[config.mk]
export PLATFORM = sky130hd
export DESIGN_NAME = pn_soma_driver_flat
export DESIGN_NICKNAME = d
export VERILOG_FILES = /design/src/rtl/pn_soma_driver_if.sv /design/src/rtl/pn_soma_driver.sv /design/src/flat_wrapper.sv
export SDC_FILE = /design/constraint.sdc
export NUM_CORES = 1
export LEC_CHECK = 0
export CORE_AREA = 4 4 187 189
export DETAILED_ROUTE_END_ITERATION = 8
export DIE_AREA = 0 0 191 193
export DONT_BUFFER_PORTS = 1
export PLACE_DENSITY = 0.52
export SLEW_MARGIN = 20
export SYNTH_ARGS = -nofsm -noshare
export SYNTH_HDL_FRONTEND = slang
export SYNTH_SLANG_ARGS = --single-unit
[constraint.sdc]
create_clock -name clk -period 3.15 [get_ports clk]
set_clock_uncertainty 0.1 [all_clocks]
set_input_delay 0.4725 -clock clk [delete_from_list [all_inputs] [get_ports clk]]
set_output_delay 0.4725 -clock clk [all_outputs]
set_load 0.02 [all_outputs]
[src/rtl/pn_soma_driver_if.sv]
// Config and event handshake bundle between an upstream controller and pn_soma_driver.
// Both channels transfer on a rising clock edge where valid and ready are both high.
interface pn_soma_driver_if;
    logic        cfg_valid;
    logic        cfg_ready;
    logic [31:0] cfg_data;
    logic        ev_valid;
    logic        ev_ready;
    logic [15:0] ev_interval;
    logic [15:0] ev_weight;

    modport master (
        output cfg_valid, cfg_data, ev_valid, ev_interval, ev_weight,
        input  cfg_ready, ev_ready
    );

    modport slave (
        input  cfg_valid, cfg_data, ev_valid, ev_interval, ev_weight,
        output cfg_ready, ev_ready
    );
endinterface

[src/rtl/pn_soma_driver.sv]
// Soma driver: loads a config word, queues spike events in a FIFO and issues them to the
// soma one per cycle, tracking absolute time and reporting soma fire times.
module pn_soma_driver #(
    parameter int DEPTH    = 4,
    parameter int CFG_HOLD = 2
) (
    input  logic                clk,
    input  logic                rst,
    pn_soma_driver_if.slave     bus,
    input  logic                stop_req,
    input  logic                kill_req,
    input  logic                soma_wait,
    input  logic [15:0]         soma_spike,
    output logic                en,
    output logic                kill,
    output logic [31:0]         W_DATA,
    output logic [15:0]         weight,
    output logic                fire_valid,
    output logic [15:0]         fire_time,
    output logic                busy,
    output logic [2:0]          dbg_state
);

    typedef enum logic [2:0] {
        S_IDLE   = 3'd0,
        S_CONFIG = 3'd1,
        S_RUN    = 3'd2,
        S_DRAIN  = 3'd3,
        S_KILL   = 3'd4
    } state_t;

    localparam int AW = $clog2(DEPTH);
    localparam int HW = (CFG_HOLD > 1) ? $clog2(CFG_HOLD) : 1;

    state_t          state, state_nx;
    logic [AW-1:0]   rd_ptr, wr_ptr;
    logic [AW:0]     count;
    logic [15:0]     mem_int [DEPTH];
    logic [15:0]     mem_wt  [DEPTH];
    logic [HW-1:0]   hold_cnt;
    logic [15:0]     t_now;
    logic [16:0]     fire_sum;

    logic fifo_full, fifo_empty, active;
    logic cfg_ready_c, ev_ready_c;
    logic load_cfg, issue, flush, set_en, clr_en, push, fire_hit;

    assign fifo_full  = (count == (AW+1)'(DEPTH));
    assign fifo_empty = (count == '0);
    assign active     = (state == S_RUN) || (state == S_DRAIN);
    assign push       = bus.ev_valid && ev_ready_c;
    assign fire_sum   = {1'b0, t_now} + {1'b0, soma_spike};
    assign fire_hit   = active && !kill_req && (soma_spike != 16'h0000);

    assign bus.cfg_ready = cfg_ready_c;
    assign bus.ev_ready  = ev_ready_c;
    assign busy          = (state != S_IDLE);
    assign dbg_state     = state;

    // kill_req overrides every other decision, including both handshakes.
    always_comb begin
        state_nx    = state;
        cfg_ready_c = 1'b0;
        ev_ready_c  = 1'b0;
        load_cfg    = 1'b0;
        issue       = 1'b0;
        flush       = 1'b0;
        set_en      = 1'b0;
        clr_en      = 1'b0;
        if (kill_req) begin
            state_nx = S_KILL;
            flush    = 1'b1;
        end else begin
            case (state)
                S_IDLE: begin
                    cfg_ready_c = 1'b1;
                    if (bus.cfg_valid) begin
                        load_cfg = 1'b1;
                        state_nx = S_CONFIG;
                    end
                end
                S_CONFIG: begin
                    if (hold_cnt == HW'(CFG_HOLD - 1)) begin
                        set_en   = 1'b1;
                        state_nx = S_RUN;
                    end
                end
                S_RUN: begin
                    ev_ready_c = !fifo_full;
                    issue      = !fifo_empty && !soma_wait;
                    if (stop_req) state_nx = S_DRAIN;
                end
                S_DRAIN: begin
                    issue = !fifo_empty && !soma_wait;
                    if (fifo_empty) begin
                        clr_en   = 1'b1;
                        state_nx = S_IDLE;
                    end
                end
                S_KILL:  state_nx = S_IDLE;
                default: state_nx = S_IDLE;
            endcase
        end
    end

    always_ff @(posedge clk or negedge rst) begin
        if (!rst) begin
            state      <= S_IDLE;
            en         <= 1'b0;
            kill       <= 1'b0;
            W_DATA     <= 32'h0;
            weight     <= 16'h0;
            fire_valid <= 1'b0;
            fire_time  <= 16'h0;
            hold_cnt   <= '0;
            t_now      <= 16'h0;
            rd_ptr     <= '0;
            wr_ptr     <= '0;
            count      <= '0;
        end else begin
            state <= state_nx;
            kill  <= flush;

            if (load_cfg)
                hold_cnt <= '0;
            else if (state == S_CONFIG)
                hold_cnt <= hold_cnt + HW'(1);

            if (load_cfg)
                W_DATA <= bus.cfg_data;
            else if (issue)
                W_DATA <= {16'h0000, mem_int[rd_ptr]};

            // Weight holds under back-pressure, otherwise it is a one-cycle pulse per issue.
            if (issue)
                weight <= mem_wt[rd_ptr];
            else if (flush || clr_en || !soma_wait)
                weight <= 16'h0;

            if (flush || clr_en)
                en <= 1'b0;
            else if (set_en)
                en <= 1'b1;

            if (flush)
                t_now <= 16'h0;
            else if (issue)
                t_now <= t_now + mem_int[rd_ptr];

            fire_valid <= fire_hit;
            if (fire_hit)
                fire_time <= fire_sum[16] ? 16'hFFFF : fire_sum[15:0];

            if (flush) begin
                rd_ptr <= '0;
                wr_ptr <= '0;
                count  <= '0;
            end else begin
                if (push)  wr_ptr <= wr_ptr + AW'(1);
                if (issue) rd_ptr <= rd_ptr + AW'(1);
                if (push && !issue)
                    count <= count + (AW+1)'(1);
                else if (issue && !push)
                    count <= count - (AW+1)'(1);
            end
        end
    end

    always_ff @(posedge clk) begin
        if (push) begin
            mem_int[wr_ptr] <= bus.ev_interval;
            mem_wt[wr_ptr]  <= bus.ev_weight;
        end
    end

endmodule

[src/flat_wrapper.sv]
// flat-port wrapper written by rule: the top's interface ports become plain ports
module pn_soma_driver_flat 
#(
    parameter int DEPTH    = 4,
    parameter int CFG_HOLD = 2
)
  (clk, rst, stop_req, kill_req, soma_wait, soma_spike, en, kill, W_DATA, weight, fire_valid, fire_time, busy, dbg_state, bus_cfg_valid, bus_cfg_data, bus_ev_valid, bus_ev_interval, bus_ev_weight, bus_cfg_ready, bus_ev_ready);
  pn_soma_driver_if bus_i ();
  input  logic clk;
  input  logic rst;
  input  logic stop_req;
  input  logic kill_req;
  input  logic soma_wait;
  input  logic [15:0] soma_spike;
  output logic en;
  output logic kill;
  output logic [31:0] W_DATA;
  output logic [15:0] weight;
  output logic fire_valid;
  output logic [15:0] fire_time;
  output logic busy;
  output logic [2:0] dbg_state;
  input wire logic [$bits(bus_i.cfg_valid)-1:0] bus_cfg_valid;
  input wire logic [$bits(bus_i.cfg_data)-1:0] bus_cfg_data;
  input wire logic [$bits(bus_i.ev_valid)-1:0] bus_ev_valid;
  input wire logic [$bits(bus_i.ev_interval)-1:0] bus_ev_interval;
  input wire logic [$bits(bus_i.ev_weight)-1:0] bus_ev_weight;
  output wire logic [$bits(bus_i.cfg_ready)-1:0] bus_cfg_ready;
  output wire logic [$bits(bus_i.ev_ready)-1:0] bus_ev_ready;
  assign bus_i.cfg_valid = bus_cfg_valid;
  assign bus_i.cfg_data = bus_cfg_data;
  assign bus_i.ev_valid = bus_ev_valid;
  assign bus_i.ev_interval = bus_ev_interval;
  assign bus_i.ev_weight = bus_ev_weight;
  assign bus_cfg_ready = bus_i.cfg_ready;
  assign bus_ev_ready = bus_i.ev_ready;
  pn_soma_driver #(.DEPTH(DEPTH), .CFG_HOLD(CFG_HOLD)) u_core (.clk(clk), .rst(rst), .bus(bus_i), .stop_req(stop_req), .kill_req(kill_req), .soma_wait(soma_wait), .soma_spike(soma_spike), .en(en), .kill(kill), .W_DATA(W_DATA), .weight(weight), .fire_valid(fire_valid), .fire_time(fire_time), .busy(busy), .dbg_state(dbg_state));
endmodule
==> results_dict.tcl, run 1 <==
set metrics [dict create \
    outcome "finished clean" \
    wl_um 26260 \
    slew_violations 0 \
    synth_commonest_cells "edfxtp_1 (128), dfrtp_1 (94), nand2_1 (78)" \
    first_iter_violations 276 \
    antenna_left 0 \
    grt_pass1_vias 6682 \
    rsz0062_at_grt "true" \
    critPathKind "flop to flop" \
    die_height_um 193 \
    worstPathRequired_ps 3480 \
    cp_num_buf_inv 1 \
    dp_hpwl_um 17960 \
    synth_area_um2 9863 \
    synthTopCellsByArea "edfxtp_1 (39%), dfrtp_1 (24%), mux4_2 (7.3%)" \
    clock_latency_ps 540 \
    cp_max_fo 5 \
    io_buffers 0 \
    post-place-ws_ps -72.61 \
    coreArea_um2 33280 \
    die_x_um 191 \
    h-tree-depth 1 \
    relSlewSlack 0.4614 \
    num_vias 6318 \
    finalCritPeriodShare 0.9701 \
    async_flop_share 0.4234 \
    viasPerCell 4.827 \
    drc 0 \
    min_period_ps 3056 \
    arrival_ps 3390 \
    syn_nets 849 \
    path_cells "buf_12 -> mux4_2 -> ha_1 -> a21o_1 -> o21bai_2 -> o2111ai_2 -> a21oi_1 -> o21a_1 -> or3_1 -> a32o_1" \
    hold_class "input pin to flop" \
    cp_slowest_cell "mux4_2" \
    num_io_pins 160 \
    setup_violations 0 \
    cts_sinks 222 \
    worst_slew_pin_slew_ps 807.9 \
    antenna_found_initial 1 \
    max_freq_mhz 327.2 \
    hold_violations 0 \
    fin_ws_ps 94.14 \
    synthMostInstantiatedCell "edfxtp_1" \
    dpl-instance-area_um2 10690 \
    finalNetCount 966 \
    wl_per_cell_um 20.06 \
    critPathMaxStageDelay_ps 520 \
    end_kind "flop" \
    synth.distinct_cells 57 \
    grt_pass1_wl_um 40130 \
    grtUsageTotal 0.1402 \
    power.leakage_nw 4.871 \
    synth-seq-cells 222 \
    pwr_density_cell_nw_per_um2 566.1 \
    ys.flop_type "edfxtp_1" \
    start_kind "flop" \
    yosysWarnings 0 \
    seq_area_frac_synth 0.6282 \
    path_delay_family "compound AO/OA/AOI/OAI gates" \
    synth_top_area_frac 0.3897 \
    routabilityCongestion 0.8281 \
    dieArea_um2 36860 \
    first_pass_iters 4 \
    syn_inst 723 \
    final_layout_size_suffix_gt1_frac 0.1872 \
    initial_core_util 0.2964 \
    cts_root_buf "clkbuf_16" \
    num-fill-cells 3176 \
    path_clk_slew_ps 60 \
    area_delta_synth_final_pct 26.37 \
    synth_area_leader_cell "edfxtp_1" \
    grt_max_degree 95 \
    fp-row-count 67 \
    synth_edf_count 128 \
    grt.overflow.total 0 \
    avgSynthCellArea_um2 13.64 \
    cts_tree "done" \
    numCtsBuffers 26 \
    clock_path_buffers 3 \
    ir_worst_vdd_mv 0.3221 \
    cap_violations 0 \
    design_area_um2 12460 \
]
-- layout make-up --
type | instances | area [um^2] | area share
clock buffers | 33 | 698.2 | 0.05601
flip-flops and latches | 222 | 6198 | 0.4973
multi-input cells | 458 | 3583 | 0.2875
well taps | 448 | 560.5 | 0.04497
repair buffers | 123 | 1161 | 0.09315
diodes | 1 | 2.502 | 0.0002008
inverters | 9 | 33.78 | 0.002710
clock inverters | 15 | 226.5 | 0.01817
-- path summary, 6_finish.rpt --
check / startpoint / end / slack, ps / depth (start not counted)
worst max-delay path: u_core.rd_ptr[0] / u_core.t_now[13] / 90 / 10
worst min-delay path: bus_cfg_data[20] / u_core.W_DATA[20] / 30 / 2
worst max register to register: u_core.rd_ptr[0] / u_core.t_now[13] / 90 / 10
worst min register to register: u_core.t_now[5] / u_core.t_now[5] / 460 / 2
max in group asynchronous: rst / u_core.rd_ptr[1] / 2000 / 2
min in group asynchronous: rst / u_core.W_DATA[11] / 410 / 2
-- flip-flops by register name, summed over array words and instances, names as in the netlist --
name               count
u_core.hold_cnt        1
u_core.rd_ptr          2
u_core.fire_valid      1
u_core.wr_ptr          2
u_core.dbg_state       3
u_core.kill            1
u_core.W_DATA         32
u_core.count           3
u_core.t_now          16
u_core.fire_time      16
u_core.mem_int        64
u_core.en              1
u_core.mem_wt         64
u_core.weight         16
-- kinds of logic (layout without fill, tap and decap cells) --
family | after synthesis | in the layout | synth area share
buffers and inverters | 43 | 180 | 0.01915
and+or+nand+nor | 185 | 185 | 0.08258
other | 0 | 1 | 0
DFF | 222 | 222 | 0.6282
AOI/OAI and AO/OA | 169 | 169 | 0.1153
xor gates and xnor gates | 29 | 29 | 0.02575
adders and majority gates | 39 | 39 | 0.05176
muxes | 36 | 36 | 0.07725
-- placed cells by master (no fill, tap or decap), drive strengths merged, types with 11 or more instances in the layout --
| cell | instances |
|---|---|
| a21o | 17 |
| xnor2 | 17 |
| inv | 11 |
| clkbuf | 33 |
| dfrtp | 94 |
| a22o | 19 |
| xor2 | 12 |
| nor2 | 59 |
| nand2 | 78 |
| buf | 59 |
| edfxtp | 128 |
| dlygate4sd3 | 64 |
| a21oi | 34 |
| o21ai | 36 |
| ha | 36 |
| mux4 | 32 |
-- where the power goes --
part	leakage (nW)	total, mW	switching (mW)	internal [mW]
combinational	2.07	0.343	0.180	0.163
clock	0.440	3.21	1.22	1.99
sequential	2.36	3.50	0.279	3.22
-- routing by layer --
layer | up-vias | track usage | routed length (um)
met5 | - | 0 | 0
met4 | 0 | 0.03398 | 550
met2 | 161 | 0.2321 | 12210
met3 | 36 | 0.02701 | 1532
li1 | 2974 | - | -
met1 | 3147 | 0.1924 | 11970
-- stage by stage --
| stage | TNS [ps] | hold slack, ps | utilization | instances | power (mW) |
|---|---|---|---|---|---|
| 2_1_floorplan | 0 | 76.91 | - | 723 | 3.708 |
| 3_3_place_gp | -34.45 | 82.05 | 0.3211 | 1186 | 3.784 |
| 3_5_place_dp | -229.4 | 81.11 | 0.3211 | 1186 | 3.795 |
| 4_1_cts | -0.7852 | 1.240 | 0.3698 | 1299 | 7.188 |
| 5_1_grt | -36.75 | 7.392 | 0.3745 | 1309 | 7.375 |
| 6_report | 0 | 26.50 | 0.3745 | 1309 | 7.056 |
-- worst register-to-register path, cell delays in order, from the launching register on --
cell and delay [ps]:
dfrtp_2 420, buf_12 140, mux4_2 520, ha_1 300, a21o_1 190, o21bai_2 220, o2111ai_2 230, a21oi_1 90
o21a_1 180, or3_1 300, a32o_1 250
-- what timing repair did --
action | 4_1_cts | 5_1_grt
gates resized for setup | 5 | 17
pin swaps | 0 | 15
endpoints found under the setup margin | 4 | 5
endpoints found under the hold margin | 262 | 0
hold buffers | 65 | 0
setup buffers | 0 | 9
Note: power is estimated with default switching activity, not from simulation.
==> run 2: changes to the inputs <==
--- a/config.mk
+++ b/config.mk
@@ -9,7 +9,7 @@
 export DETAILED_ROUTE_END_ITERATION = 8
 export DIE_AREA = 0 0 191 193
 export DONT_BUFFER_PORTS = 1
-export PLACE_DENSITY = 0.52
+export PLACE_DENSITY = 0.5
 export SLEW_MARGIN = 20
 export SYNTH_ARGS = -nofsm -noshare
 export SYNTH_HDL_FRONTEND = slang
==> constraint.sdc (replaced) <==
create_clock -name clk -period 3.35 [get_ports clk]
set_clock_uncertainty 0.1 [all_clocks]
set_input_delay 0.5025 -clock clk [delete_from_list [all_inputs] [get_ports clk]]
set_output_delay 0.5025 -clock clk [all_outputs]
set_load 0.02 [all_outputs]
==> run 2 against run 1 <==
Against the previous run:
- first-iteration DRC count is 22% higher
- flip-flop and latch count stayed put
- die area stayed put
- hold slack better by 10 ps
- utilization is 1.5 points lower
- via count is 2.8% lower
- clock power is 19% lower
- sequential power is 5.7% lower
- critical path type unchanged
==> results_dict.tcl, run 2 (same netlist as run 1, synthesis figures left out) <==
set metrics [dict create \
    wl_um 26040 \
    num_vias 6142 \
    critPathKind "flop to flop" \
    die_x_um 191 \
    area_delta_synth_final_pct 21.17 \
    multi_input_comb_area_um2 3553 \
    slew_violations 0 \
    grt_pass1_vias 6366 \
    cp_max_fo 8 \
    clock_path_buffers 3 \
    clock_latency_ps 530 \
    numCtsBuffers 25 \
    end_kind "flop" \
    wl_met2_um 11880 \
    grtUsageTotal 0.1377 \
    first_pass_iters 4 \
    wirelength_met1_um 11940 \
    final_layout_size_suffix_gt1_frac 0.1518 \
    fin_ws_ps 182.2 \
    met3_length_um 1629 \
    largest_registers "u_core.mem_int (64), u_core.mem_wt (64), u_core.W_DATA (32)" \
    pwr-share-comb 0.049 \
    design_area_um2 11950 \
    wl_per_cell_um 20.57 \
    num_io_pins 160 \
    fp-row-count 67 \
    die_height_um 193 \
    regArea_um2 6198 \
    first_iter_violations 338 \
    cap_violations 0 \
    post-place-ws_ps 70.20 \
    grt_pass1_wl_um 39290 \
    cts_tree "done" \
    viasPerCell 4.852 \
    power.leakage_nw 4.626 \
    dp_hpwl_um 17470 \
    power_frac_clock 0.420 \
    arrival_ps 3470 \
    final_cell_mix "edfxtp_1 (128), dfrtp_1 (92), nand2_1 (77)" \
    layout_commonest_cell "edfxtp_1" \
    num-fill-cells 3191 \
    initial_core_util 0.2964 \
    hold_class "input pin to flop" \
    ir_worst_vdd_mv 0.2969 \
    start_kind "flop" \
    pwr_density_cell_nw_per_um2 520.2 \
    cts_sinks 222 \
    dieArea_um2 36860 \
    antenna_found_initial 2 \
    antenna_left 0 \
    switching_power_mw 1.529 \
    whs_ps 36.59 \
    min_period_ps 3168 \
    worst_slew_pin_slew_ps 856.0 \
    io_buffers 0 \
    h-tree-depth 1 \
    hold_violations 0 \
    routabilityCongestion 0.8214 \
    relSlewSlack 0.4293 \
    grt_max_degree 95 \
    seqPwrFrac 0.531 \
    swShare 0.2459 \
    finalCritPeriodShare 0.9456 \
    cts_root_buf "clkbuf_16" \
    worstPathRequired_ps 3650 \
    drc 0 \
    setup_violations 0 \
    outcome "finished clean" \
    path_clk_slew_ps 60 \
    coreArea_um2 33280 \
    dpl-instance-area_um2 10560 \
    p_int_mw 4.688 \
    max_freq_mhz 315.7 \
    grt.overflow.total 0 \
    top_layer "met5" \
    finalNetCount 924 \
]
[run 2: per-stage QoR]
stage | total power [mW] | std cells | utilization | TNS (ps)
2_1_floorplan | 3.486 | 723 | - | 0
3_3_place_gp | 3.567 | 1164 | 0.3172 | 0
3_5_place_dp | 3.575 | 1164 | 0.3172 | 0
4_1_cts | 6.349 | 1262 | 0.3567 | 0
5_1_grt | 6.517 | 1266 | 0.3591 | -15.55
6_report | 6.217 | 1266 | 0.3591 | 0
[run 2: path summary, 6_finish.rpt]
path | slack, ps | end | startpoint | cells past startpoint
worst max-delay path | 180 | u_core.t_now[15] | u_core.rd_ptr[0] | 10
worst min-delay path | 40 | u_core.W_DATA[11] | bus_cfg_data[11] | 2
worst max register to register | 180 | u_core.t_now[15] | u_core.rd_ptr[0] | 10
worst min register to register | 450 | u_core.t_now[5] | u_core.t_now[5] | 2
max in group asynchronous | 2220 | u_core.rd_ptr[1] | rst | 2
min in group asynchronous | 530 | u_core.t_now[7] | rst | 2
[run 2: power by group through the flow]
stage | sequential [mW] | clock, mW | combinational [mW]
after global routing | 3.32 | 2.85 | 0.350
after floorplan | 3.31 | 0 | 0.173
final | 3.30 | 2.61 | 0.306
after global placement | 3.36 | 0 | 0.206
after CTS | 3.31 | 2.73 | 0.312
after detailed placement | 3.36 | 0 | 0.212
[run 2: metal layers]
metal | GRT usage | up-vias
met2 | 0.2226 | 183
met1 | 0.1914 | 3026
met4 | 0.03619 | 2
met3 | 0.02773 | 39
li1 | - | 2892
met5 | 0 | -
[run 2: area by class of cell]
type | instances | share of cell area
inverters | 9 | 0.002827
clock inverters | 11 | 0.007014
repair buffers | 82 | 0.06910
diodes | 1 | 0.0002094
multi-input cells | 458 | 0.2973
well taps | 448 | 0.04690
flip-flops and latches | 222 | 0.5186
clock buffers | 35 | 0.05800
[run 2: critical path, stage by stage, from the launching register on]
cell and delay (ps):
dfrtp_2 480, buf_4 150, mux4_2 550, ha_4 260
a21o_1 200, o21bai_2 220, o2111ai_2 200, nand2_1 130
a211oi_2 240, o211a_1 190, mux2_1 320
[run 2: what timing repair did]
action / 4_1_cts / 5_1_grt
buffers inserted: 0 / 3
endpoints found under the hold margin: 249 / 0
gates resized for setup: 0 / 10
hold buffers: 52 / 0
setup endpoints to repair: 0 / 4
==> run 3: changes to the inputs <==
--- a/config.mk
+++ b/config.mk
@@ -5,11 +5,15 @@
 export SDC_FILE = /design/constraint.sdc
 export NUM_CORES = 1
 export LEC_CHECK = 0
+export CELL_PAD_IN_SITES_DETAIL_PLACEMENT = 2
+export CELL_PAD_IN_SITES_GLOBAL_PLACEMENT = 2
 export CORE_AREA = 4 4 187 189
 export DETAILED_ROUTE_END_ITERATION = 8
 export DIE_AREA = 0 0 191 193
 export DONT_BUFFER_PORTS = 1
-export PLACE_DENSITY = 0.5
+export GPL_TIMING_DRIVEN = 0
+export MAX_ROUTING_LAYER = met4
+export PLACE_DENSITY = 0.64
 export SLEW_MARGIN = 20
 export SYNTH_ARGS = -nofsm -noshare
 export SYNTH_HDL_FRONTEND = slang
==> run 3 against run 2 <==
Against the previous run:
- hold slack worse by 4.7 ps
- critical path type unchanged
- global-route usage is 1.9 points higher
- highest routed layer is now met4
- sequential share of layout area is 1.4 points lower
- sequential power hardly changed
- register-to-register slack worse by 30 ps
- maximum frequency is 1.1% lower
- setup slack worse by 34 ps
- final area is 2.7% higher
- power is 2.4% higher
- flip-flop and latch count stayed put
- combinational power is 4% higher
==> results_dict.tcl, run 3 (same netlist as run 1, synthesis figures left out) <==
set metrics [dict create \
    die_x_um 191 \
    finalCritPeriodShare 0.9558 \
    path_cells "buf_8 -> buf_12 -> mux4_2 -> ha_4 -> buf_6 -> o211ai_1 -> o21bai_4 -> o211a_1 -> a211oi_4 -> nand4_1 -> o211a_1 -> mux2_4" \
    io_buffers 0 \
    slew_violations 0 \
    final_layout_size_suffix_gt1_frac 0.1547 \
    path_clk_slew_ps 60 \
    min_from "bus_cfg_data[8]" \
    start_kind "flop" \
    cts_sinks 222 \
    cp_num_buf_inv 3 \
    num_io_pins 160 \
    outcome "finished clean" \
    fin_ws_ps 148.2 \
    area_delta_synth_final_pct 24.47 \
    final_cell_mix "edfxtp_1 (128), dfrtp_1 (91), nand2_1 (77)" \
    dpl-instance-area_um2 10560 \
    max_freq_mhz 312.3 \
    fp-row-count 67 \
    wl_um 28730 \
    cp_max_fo 8 \
    grt_pass1_vias 6949 \
    first_pass_iters 4 \
    layout_commonest_cell "edfxtp_1" \
    power.leakage_nw 4.723 \
    routabilityCongestion 0.7647 \
    ir_worst_vdd_mv 0.4177 \
    cp_slowest_cell "mux4_2" \
    post-place-ws_ps -637.1 \
    dp_hpwl_um 20130 \
    numCtsBuffers 26 \
    rsz0062_at_grt "true" \
    worst_slew_pin_slew_ps 865.2 \
    min_period_ps 3202 \
    arrival_ps 3530 \
    design_area_um2 12280 \
    grt_pass1_wl_um 42970 \
    grt.overflow.total 0 \
    reg2reg_depth 12 \
    h-tree-depth 1 \
    antenna_left 0 \
    num_vias 6403 \
    end_kind "flop" \
    clock_path_buffers 3 \
    rr_endpoint "u_core.t_now[15]" \
    largest_registers "u_core.mem_int (64), u_core.mem_wt (64), u_core.W_DATA (32)" \
    crit_path_frequent_cell "o211a_1" \
    grt_max_degree 95 \
    hold_class "input pin to flop" \
    die_height_um 193 \
    clock_latency_ps 560 \
    cts_tree "done" \
    whs_ps 31.90 \
    hold_violations 0 \
    first_iter_violations 284 \
    hold_depth 2 \
    drc 0 \
    cap_violations 0 \
    r2r_setup_slack_ps 150 \
    grtUsageTotal 0.1566 \
    setup_violations 0 \
    wl_per_cell_um 22.15 \
    path_delay_family "compound AO/OA/AOI/OAI gates" \
    r2r-start "u_core.rd_ptr[0]" \
    critPathMaxStageDelay_ps 580 \
    hold_end "u_core.W_DATA[8]" \
    antenna_found_initial 2 \
    finalPower_mw 6.367 \
    viasPerCell 4.937 \
    finalNetCount 953 \
    initial_core_util 0.2964 \
    pwr_density_cell_nw_per_um2 518.6 \
    relSlewSlack 0.4232 \
    cts_root_buf "clkbuf_16" \
    coreArea_um2 33280 \
    dieArea_um2 36860 \
    critPathKind "flop to flop" \
    worstPathRequired_ps 3680 \
]
==> run 3: cell type report <==
type | instances | area [um^2]
Clock buffer | 39 | 739.5
Clock inverter | 9 | 92.59
Tap cell | 448 | 560.5
Buffer | 33 | 188.9
Inverter | 9 | 33.78
Fill cell | 3383 | 21000
Sequential cell | 222 | 6200
Multi-Input combinational cell | 458 | 3632
Antenna cell | 2 | 5.005
Timing Repair Buffer | 77 | 824.5
==> run 3: layer usage <==
layer	GRT usage	vias to the layer above	wire, um
met3	0.03817	41	1480
met5	-	-	0
met1	0.1901	3314	12190
met2	0.2685	113	14470
li1	-	2935	-
met4	0.03287	0	586
==> run 3: metrics by stage <==
step | setup TNS, ps | utilization | instances
after floorplan | 0 | - | 723
after global routing | -25.81 | 0.3689 | 1297
after CTS | 0 | 0.3637 | 1282
final | 0 | 0.3689 | 1297
after global placement | -166650 | 0.3133 | 1171
after detailed placement | -4194 | 0.3172 | 1176
==> run 3: report_power, final <==
part / internal (mW) / leakage, nW / switching, mW
logic: 0.146 / 1.95 / 0.174
registers: 3.03 / 2.36 / 0.269
clock network: 1.60 / 0.408 / 1.14
==> run 3: repair_timing <==
action                                  CTS  global route
resized for setup                        24            15
cloned                                    0             1
buffers inserted                          2            12
endpoints found under the hold margin   246             0
pin swaps                                 5            12
hold buffers                             57             0
endpoints found under the setup margin   44             5
==> run 3: how the worst max path moves through the flow <==
stage | from | endpoint | depth (start not counted)
2_1_floorplan | u_core.rd_ptr[0] | u_core.t_now[15] | 11
4_1_cts | u_core.rd_ptr[0] | u_core.t_now[15] | 11
6_report | u_core.rd_ptr[0] | u_core.t_now[15] | 12
3_5_place_dp | u_core.rd_ptr[1] | u_core.t_now[15] | 11
3_3_place_gp | u_core.dbg_state[1] | u_core.mem_int[3][12] | 4
5_1_grt | u_core.rd_ptr[0] | u_core.t_now[15] | 12
